`src/rtl/vga_plot_arbiter.sv`:
```
// Single owner of the VGA adapter write port: clears the frame after reset or on request, then round-robins snake/food pixels.
// Optional build macro PLOT_ARB_BORDER_EN paints the frame perimeter in BORDER_COLOUR during the clear sweep.
module vga_plot_arbiter #(
   parameter int         WIDTH         = 160,
   parameter int         HEIGHT        = 120,
   parameter logic [2:0] BG_COLOUR     = 3'b000,
   parameter logic [2:0] BORDER_COLOUR = 3'b001
) (
   input  logic       clk,
   input  logic       reset,
   input  logic       clear_req,
   input  logic       snake_req,
   input  logic [7:0] snake_x,
   input  logic [6:0] snake_y,
   input  logic [2:0] snake_colour,
   output logic       snake_ack,
   input  logic       food_req,
   input  logic [7:0] food_x,
   input  logic [6:0] food_y,
   input  logic [2:0] food_colour,
   output logic       food_ack,
   output logic       plot,
   output logic [7:0] x,
   output logic [6:0] y,
   output logic [2:0] colour,
   output logic       busy,
   output logic       clear_done
);

   localparam logic       ST_CLEAR = 1'b0;
   localparam logic       ST_ARB   = 1'b1;
   localparam logic [7:0] X_LAST   = 8'(WIDTH - 1);
   localparam logic [6:0] Y_LAST   = 7'(HEIGHT - 1);

`ifdef PLOT_ARB_BORDER_EN
   localparam logic BORDER_ON = 1'b1;
`else
   localparam logic BORDER_ON = 1'b0;
`endif

   logic       state;
   logic [7:0] cx;
   logic [6:0] cy;
   logic       last_food;
   logic [7:0] sx;
   logic [6:0] sy;
   logic       on_edge;
   logic [2:0] sweep_colour;
   logic       snake_live;
   logic       food_live;
   logic       grant_snake;
   logic       grant_food;

   // A restart request takes effect on the pixel being written this cycle.
   // A request whose ack is showing this cycle has already been served.
   always_comb begin
      sx           = clear_req ? 8'd0 : cx;
      sy           = clear_req ? 7'd0 : cy;
      on_edge      = (sx == 8'd0) || (sx == X_LAST) || (sy == 7'd0) || (sy == Y_LAST);
      sweep_colour = (BORDER_ON && on_edge) ? BORDER_COLOUR : BG_COLOUR;
      snake_live   = snake_req && !snake_ack;
      food_live    = food_req && !food_ack;
      grant_snake  = snake_live && (!food_live || last_food);
      grant_food   = food_live && !grant_snake;
   end

   always_ff @(posedge clk) begin
      if (reset) begin
         state      <= ST_CLEAR;
         cx         <= 8'd0;
         cy         <= 7'd0;
         last_food  <= 1'b1;
         plot       <= 1'b0;
         x          <= 8'd0;
         y          <= 7'd0;
         colour     <= 3'd0;
         snake_ack  <= 1'b0;
         food_ack   <= 1'b0;
         busy       <= 1'b1;
         clear_done <= 1'b0;
      end else begin
         snake_ack  <= 1'b0;
         food_ack   <= 1'b0;
         clear_done <= 1'b0;
         plot       <= 1'b0;
         if (state == ST_CLEAR) begin
            plot   <= 1'b1;
            x      <= sx;
            y      <= sy;
            colour <= sweep_colour;
            if (sx == X_LAST && sy == Y_LAST) begin
               state      <= ST_ARB;
               cx         <= 8'd0;
               cy         <= 7'd0;
               busy       <= 1'b0;
               clear_done <= 1'b1;
            end else if (sx == X_LAST) begin
               cx   <= 8'd0;
               cy   <= sy + 7'd1;
               busy <= 1'b1;
            end else begin
               cx   <= sx + 8'd1;
               cy   <= sy;
               busy <= 1'b1;
            end
         end else if (clear_req) begin
            // Clear outranks any pending pixel; the requester keeps holding.
            state <= ST_CLEAR;
            cx    <= 8'd0;
            cy    <= 7'd0;
            busy  <= 1'b1;
         end else begin
            busy <= 1'b0;
            if (grant_snake) begin
               snake_ack <= 1'b1;
               last_food <= 1'b0;
               x         <= snake_x;
               y         <= snake_y;
               colour    <= snake_colour;
               plot      <= (snake_x <= X_LAST) && (snake_y <= Y_LAST);
            end else if (grant_food) begin
               food_ack  <= 1'b1;
               last_food <= 1'b1;
               x         <= food_x;
               y         <= food_y;
               colour    <= food_colour;
               plot      <= (food_x <= X_LAST) && (food_y <= Y_LAST);
            end
         end
      end
   end

endmodule

```
`config.mk`:
```
export PLATFORM = sky130hd
export DESIGN_NAME = vga_plot_arbiter
export DESIGN_NICKNAME = d
export VERILOG_FILES = /design/src/rtl/vga_plot_arbiter.sv
export SDC_FILE = /design/constraint.sdc
export NUM_CORES = 1
export LEC_CHECK = 0
export ABC_AREA = 0
export ABC_CLOCK_PERIOD_IN_PS = 5800
export BUFFER_PORTS_ARGS = -buffer_cell sky130_fd_sc_hd__clkbuf_2
export CAP_MARGIN = 20
export CORE_MARGIN = 5
export CORE_UTILIZATION = 50
export CTS_CLUSTER_SIZE = 40
export DETAILED_ROUTE_END_ITERATION = 16
export PLACE_DENSITY = 0.77
export SLEW_MARGIN = 20
export SYNTH_ARGS = -nofsm -noshare
export SYNTH_HDL_FRONTEND = slang
export SYNTH_SLANG_ARGS = --single-unit
```
`constraint.sdc`:
```
create_clock -name clk -period 5.8 [get_ports clk]
set_input_delay 1.16 -clock clk [delete_from_list [all_inputs] [get_ports clk]]
set_output_delay 1.16 -clock clk [all_outputs]
set_load 0.01 [all_outputs]
```
==> metrics.txt, run 1 <==
Yosys reg bits=40; overall power=0.518 mW; DRC=0; Async S/R FF share, synth=0; area grow syn2layout=20.2%; critical path peak fanout=32; delay-heaviest family, CP=simple AND/OR/NAND/NOR gates; initial antenna violation count=0; GR Util All Layers=0.190; arrival time of the worst setup path=between 3 and 4 ns; clock root buffer=clkbuf_8; Main synth FF type=dfxtp_1; Mapped Cells=225; Slew Viols, Final=0; Hold Vio Cnt, Final=0; number of max-cap violations=0; Crit. End Element=register; min cycle time layout=around 3.2 ns; clk_skew=0.00471 ns; Worst path depth=7; WS Path Type=in2reg; multi-input logic area=1130 sq um; Core Region=about 4000 sq um; count leader, synth=dfxtp_1; synthesized cell area=around 2000 sq um; post-synth cell types=40; Post-DRT Antenna Nets=0; layout cell share with drive strength beyond 1=0.261; worst reg2reg path depth=6; worst reg2reg path startpoint=cx[0]$_SDFF_PP0_; wire per inst=15.1 um; # setup viols final=0; post-synthesis sequential area ratio=0.397; post-synth top area cell=dfxtp_1; CTS hold repair buffers=0; TNS Setup=0 ns; Cell Pwr Density=213 nW/um^2; Initial Util=0.509; Place WS=2.32 ns; WP data required=6.00 ns; total die area=5410 sq um; Final Cycle Share=0.560; htree depth=2; status=complete, no violations; fill cell count=368; WP buf/inv=1; drt first pass iters=4; diodes inserted=0; startpoint class of the critical path=input pin; I/O Pins=64; worst hold-check path type=reg2reg; vias in the first global route=1819; Total Wirelength=a little under 5000 um; Mapped Avg Cell Area=8.98 sq um; DRT iter0 DRCs=117; Worst-Skew Late Latency=between 0.2 and 0.3 ns; number of CTS-inserted buffers=5; CTS Buffer Depth=2; DP HPWL=3660 um; CP max stage delay=0.56 ns; hold path start=colour[2]$_SDFFE_PP0N_; Area contributors post-synth=dfxtp_1 (40%), mux2i_1 (9.9%), nor2_1 (3.7%), xnor2_1 (3.5%), nand2b_1 (3.4%); Placement Rows=23; vias per inst=5.63; CTS tree=yes; VDD IR-drop max=roughly 0.17 mV; post-synth top area share=0.397; CP max stage cell=nor3_1; Clock Pin Slew Worst Setup and Hold Paths=0.08 ns; FMAX=0.308 GHz; Post-CTS Setup Repair Bufs=0; Hold Path Stages=2; first-pass GRT wire length=8020 um; RSZ-0062 raised after global routing=false; Final nets=322; synthesized net count=approximately 270; PostCTS Resize Cnt=0; Setup WS post-layout=2.55 ns; Lkg Pwr=1.03 nW; crit path cell chain=clkbuf_2, nor2b_1, ha_1, nand4b_1, nor3_1, nand3_1, a211oi_1; Post-synth EDFFs=0; pin count of the biggest net entering global routing=39; Setup crit start=clear_req; GPL Wtd Cong=0.867; worst hold slack=0.506 ns; die extent in x=between 70 and 80 um; synth cell count leaders=dfxtp_1 (40), mux2i_1 (20), nor2_1 (20); IO Port Bufs=63; register area=801 sq um; Vert. Die Dim=73.6 um; clock sink count=40; synth warn=0; total gr overflow=0; worst rel slew slack=0.290; total number of vias=about 1900; Tightest Pin Transition=1.06 ns
==> cell families after synthesis <==
logic type | synth area share
AND/OR/NAND/NOR | 0.250
AO/OA/AOI/OAI | 0.147
flip-flops | 0.397
buffers and inverters | 0.0427
multiplexers | 0.0991
XOR/XNOR | 0.0520
adder cells (fa/ha/maj) | 0.0124
==> final timing paths <==
path / endpoint / slack [ns]
max reg2reg: cy[1]$_SDFF_PP0_ / 3.53
max: cy[1]$_SDFF_PP0_ / 2.55
min: colour[2]$_SDFFE_PP0N_ / 0.51
min reg2reg: colour[2]$_SDFFE_PP0N_ / 0.51
==> cell type report <==
cell class	count	share of cell area
timing repair buffer	64	0.133
sequential	40	0.330
tap	50	0.0258
clock buffer	8	0.0371
multi-input combinational	163	0.466
inverter	5	0.00773
==> where the power goes <==
part	leakage (nW)	internal, mW	switching (mW)
registers	0.323	0.276	0.000910
clock network	0.0455	0.0971	0.0948
logic	0.657	0.0226	0.0263
total	1.03	0.396	0.122
==> worst reg2reg max path, cell delays in order (launching register included) <==
cell      delay (ns)
dfxtp_1         0.34
nor2b_1         0.34
ha_1            0.26
nand4b_1        0.33
nor3_1          0.56
nand3_1         0.14
a211oi_1        0.21
==> cell usage in the layout, fill, tap and decap left out, types with 2 or more instances in the layout <==
cell type and instances:
clkbuf_2 63, dfxtp_1 40, mux2i_1 20, nor2_1 20, nand2b_1 11, o22ai_1 11
a31oi_1 10, xnor2_1 8, nor2b_1 7, nand4b_1 7, nor3_1 7, nor3b_1 6
nand4_1 6, clkbuf_8 6, inv_1 5, a211oi_1 5, nor4_1 5, o21ai_0 4
xor2_1 4, nand3_1 4, a21o_1 3, nand2_1 3, a21oi_1 3, o221ai_1 3
or2_2 2, ha_1 2, clkbuf_1 2
==> through the flow <==
stage | utilization | instances | instance area, sq um
after global placement | 0.589 | 322 | 2340
after floorplan | - | 225 | 2020
after CTS | 0.611 | 330 | 2430
after global routing | 0.611 | 330 | 2430
after detailed placement | 0.589 | 322 | 2340
final | 0.611 | 330 | 2430
==> metal layers <==
| metal | share of wire | vias to the layer above | track usage |
|---|---|---|---|
| li1 | - | 938 | - |
| met1 | 0.45 | 866 | 0.232 |
| met2 | 0.48 | 49 | 0.308 |
| met3 | 0.056 | 5 | 0.0657 |
| met4 | 0.0089 | 0 | 0.0664 |
| met5 | 0 | - | 0 |
==> flip-flops by register name (all words and copies together), names as in the netlist <==
signal and count:
last_food 1, snake_ack 1, x 8, plot 1, food_ack 1, y 7
colour 3, busy 1, state 1, cy 7, cx 8, clear_done 1
Note: power is estimated with default switching activity, not from simulation.
==> inputs of run 2 (changes only) <==
--- a/config.mk
+++ b/config.mk
@@ -6,14 +6,14 @@
 export NUM_CORES = 1
 export LEC_CHECK = 0
 export ABC_AREA = 0
-export ABC_CLOCK_PERIOD_IN_PS = 5800
+export ABC_CLOCK_PERIOD_IN_PS = 2900
 export BUFFER_PORTS_ARGS = -buffer_cell sky130_fd_sc_hd__clkbuf_2
 export CAP_MARGIN = 20
 export CORE_MARGIN = 5
-export CORE_UTILIZATION = 50
+export CORE_UTILIZATION = 46
 export CTS_CLUSTER_SIZE = 40
 export DETAILED_ROUTE_END_ITERATION = 16
-export PLACE_DENSITY = 0.77
+export PLACE_DENSITY = 0.74
 export SLEW_MARGIN = 20
 export SYNTH_ARGS = -nofsm -noshare
 export SYNTH_HDL_FRONTEND = slang
==> constraint.sdc (replaced) <==
create_clock -name clk -period 2.9 [get_ports clk]
set_input_delay 0.58 -clock clk [delete_from_list [all_inputs] [get_ports clk]]
set_output_delay 0.58 -clock clk [all_outputs]
set_load 0.01 [all_outputs]
==> run 2 against run 1 <==
  * Combinational power grew 120%
  * Clock power rose by 110%
  * Wire length grew 4.7%
  * Critical path depth rose by 2
  * First-iteration DRC count grew 6.8%
  * Global-route usage decreased by 1.0 points
  * Design area grew 3.5%
  * Sequential cell count unchanged
  * Clock skew decreased by 0.0016 ns
  * Via count grew 1.6%
  * Cell count up 3.3%
  * Critical path type unchanged
  * Critical endpoint is now state$_SDFF_PP0_
  * Largest power group unchanged
==> metrics.txt, run 2 (synthesized netlist as in run 1, its figures left out) <==
Placement Rows=24 (+4.3%); Final nets=332 (+3.1%); Crit. End Element=register; arrival time of the worst setup path=2.33 ns (-1.12 ns); vias per inst=5.54 (-1.7%); CTS Buffer Depth=2 (unchanged); worst reg2reg path depth=6 (unchanged); most frequent cells in the layout=clkbuf_2 (63), dfxtp_1 (40), mux2i_1 (20), nor2_1 (20); startpoint class of the critical path=input pin; Vert. Die Dim=76.3 um (+3.7%); layout cell share with drive strength beyond 1=0.291 (+0.0299); vias in the first global route=1913 (+5.2%); Tightest Pin Transition=0.604 ns (-0.461 ns); Initial Util=0.470 (-0.0382); status=complete, no violations; Post-DRT Antenna Nets=0 (unchanged); area grow syn2layout=24.3%; worst reg-to-reg setup slack=1.05 ns (-2.48 ns); PostCTS Resize Cnt=0 (unchanged); Clock Pin Slew Worst Setup and Hold Paths=0.07 ns (about the same); worst rel slew slack=0.594 (+0.304); clk_skew=0.00306 ns (-0.00164 ns); WS Path Type=in2reg; min cycle time layout=2.10 ns; register area=801 sq um (unchanged); DRT iter0 DRCs=125 (+6.8%); number of max-cap violations=0 (unchanged); Place WS=0.535 ns (-1.78 ns); Final Cycle Share=0.723; Post-CTS Setup Repair Bufs=0 (unchanged); drt first pass iters=4 (unchanged); CP max stage cell=or4_4; worst hold-check path type=reg2reg; Setup WS post-layout=0.804 ns (-1.75 ns); Cell Pwr Density=421 nW/um^2 (+98%); total number of vias=1888 (+1.6%); most common cell after layout, fill and taps aside=clkbuf_2; fill cell count=386 (+4.9%); pin count of the biggest net entering global routing=31 (-21%); total die area=5810 sq um (+7.5%); CP max stage delay=0.54 ns (-0.02 ns); Hold Vio Cnt, Final=0 (unchanged); CTS hold repair buffers=0 (unchanged); I/O Pins=64 (unchanged); multi-input logic area=1130 sq um (unchanged); Worst-Skew Late Latency=0.29 ns (about the same); hold path start=colour[0]$_SDFFE_PP0N_; GPL Wtd Cong=0.855 (-1.3%); Crit Reg-Reg Endpoint=cy[1]$_SDFF_PP0_; die extent in x=76.3 um (+3.7%); htree depth=2 (unchanged); number of CTS-inserted buffers=5 (unchanged); total gr overflow=0 (unchanged); crit path cell chain=clkbuf_2, buf_4, nand2b_1, inv_1, ha_1, nand4_1, or4_4, mux2i_1, and2b_1; TNS Setup=0 ns (unchanged); Hold Path Stages=2 (unchanged); DRC=0 (unchanged); Core Region=4290 sq um (+8.1%); FMAX=0.477 GHz; clock root buffer=clkbuf_8; RSZ-0062 raised after global routing=false; initial antenna violation count=0 (unchanged); # setup viols final=0 (unchanged); CTS tree=yes; leading registers by flop count=cx (8), x (8); first-pass GRT wire length=8830 um (+10%); worst reg2reg path startpoint=cx[0]$_SDFF_PP0_; VDD IR-drop max=0.232 mV (+33%); WHS Endpoint=colour[0]$_SDFFE_PP0N_; critical path peak fanout=11 (-66%); diodes inserted=0 (unchanged); IO Port Bufs=63 (unchanged); Lkg Pwr=1.08 nW (+5.2%); WP data required=3.13 ns (-2.87 ns); GR Util All Layers=0.180 (-0.0100); Total Wirelength=5200 um (+4.7%); Slew Viols, Final=0 (unchanged); wire per inst=15.3 um (+1.3%); clock sink count=40 (unchanged); DP HPWL=3940 um (+7.8%)
run 2: cell types whose count changed in the layout (fill, tap and decap cells not counted):
| cell | change |
|---|---|
| buf_4 | +10 |
| clkbuf_8 | +1 |
| clkbuf_1 | -2 |
run 2: layer usage:
metal	track usage	up-vias	part of all wire
met1	0.237	863	0.46
met5	0	-	0
li1	-	953	-
met2	0.280	61	0.46
met3	0.0426	11	0.058
met4	0.0734	0	0.021
run 2: worst max-delay path by stage:
stage	startpoint	end	slack, ns	cells after the start
final	clear_req	state$_SDFF_PP0_	0.80	9
after global routing	clear_req	cy[1]$_SDFF_PP0_	0.66	8
after CTS	clear_req	state$_SDFF_PP0_	0.83	9
after detailed placement	clear_req	state$_SDFF_PP0_	0.54	9
after global placement	clear_req	state$_SDFF_PP0_	0.60	6
after floorplan	clear_req	cy[1]$_SDFF_PP0_	0.59	7
run 2: where the power goes:
| part | total, mW | internal, mW | leakage (nW) | switching, mW |
|---|---|---|---|---|
| logic | 0.108 | 0.0521 | 0.706 | 0.0554 |
| registers | 0.554 | 0.552 | 0.323 | 0.00180 |
| clock network | 0.397 | 0.212 | 0.0503 | 0.185 |
| total | 1.06 | 0.816 | 1.08 | 0.242 |
run 2: critical path, delay by kind of cell:
family	cells	cell delay (ns)
and+or+nand+nor	4	0.98
adders and majority gates	1	0.19
muxes	1	0.18
buffers and inverters	3	0.41
run 2: final cells by class:
class / instances / area share
repair buffers: 74 / 0.158
clock buffers: 7 / 0.0384
multi-input cells: 163 / 0.451
inverters: 5 / 0.00747
well taps: 52 / 0.0259
flip-flops and latches: 40 / 0.319
run 2: stage by stage:
| stage | hold slack, ns | instance area, sq um | util | instances | power (mW) |
|---|---|---|---|---|---|
| final | 0.501 | 2510 | 0.585 | 341 | 1.06 |
| after detailed placement | 0.493 | 2410 | 0.562 | 334 | 0.674 |
| after CTS | 0.502 | 2510 | 0.585 | 341 | 1.06 |
| after floorplan | 0.472 | 2020 | - | 225 | 0.623 |
| after global routing | 0.518 | 2510 | 0.585 | 341 | 1.10 |
| after global placement | 0.487 | 2410 | 0.562 | 334 | 0.672 |
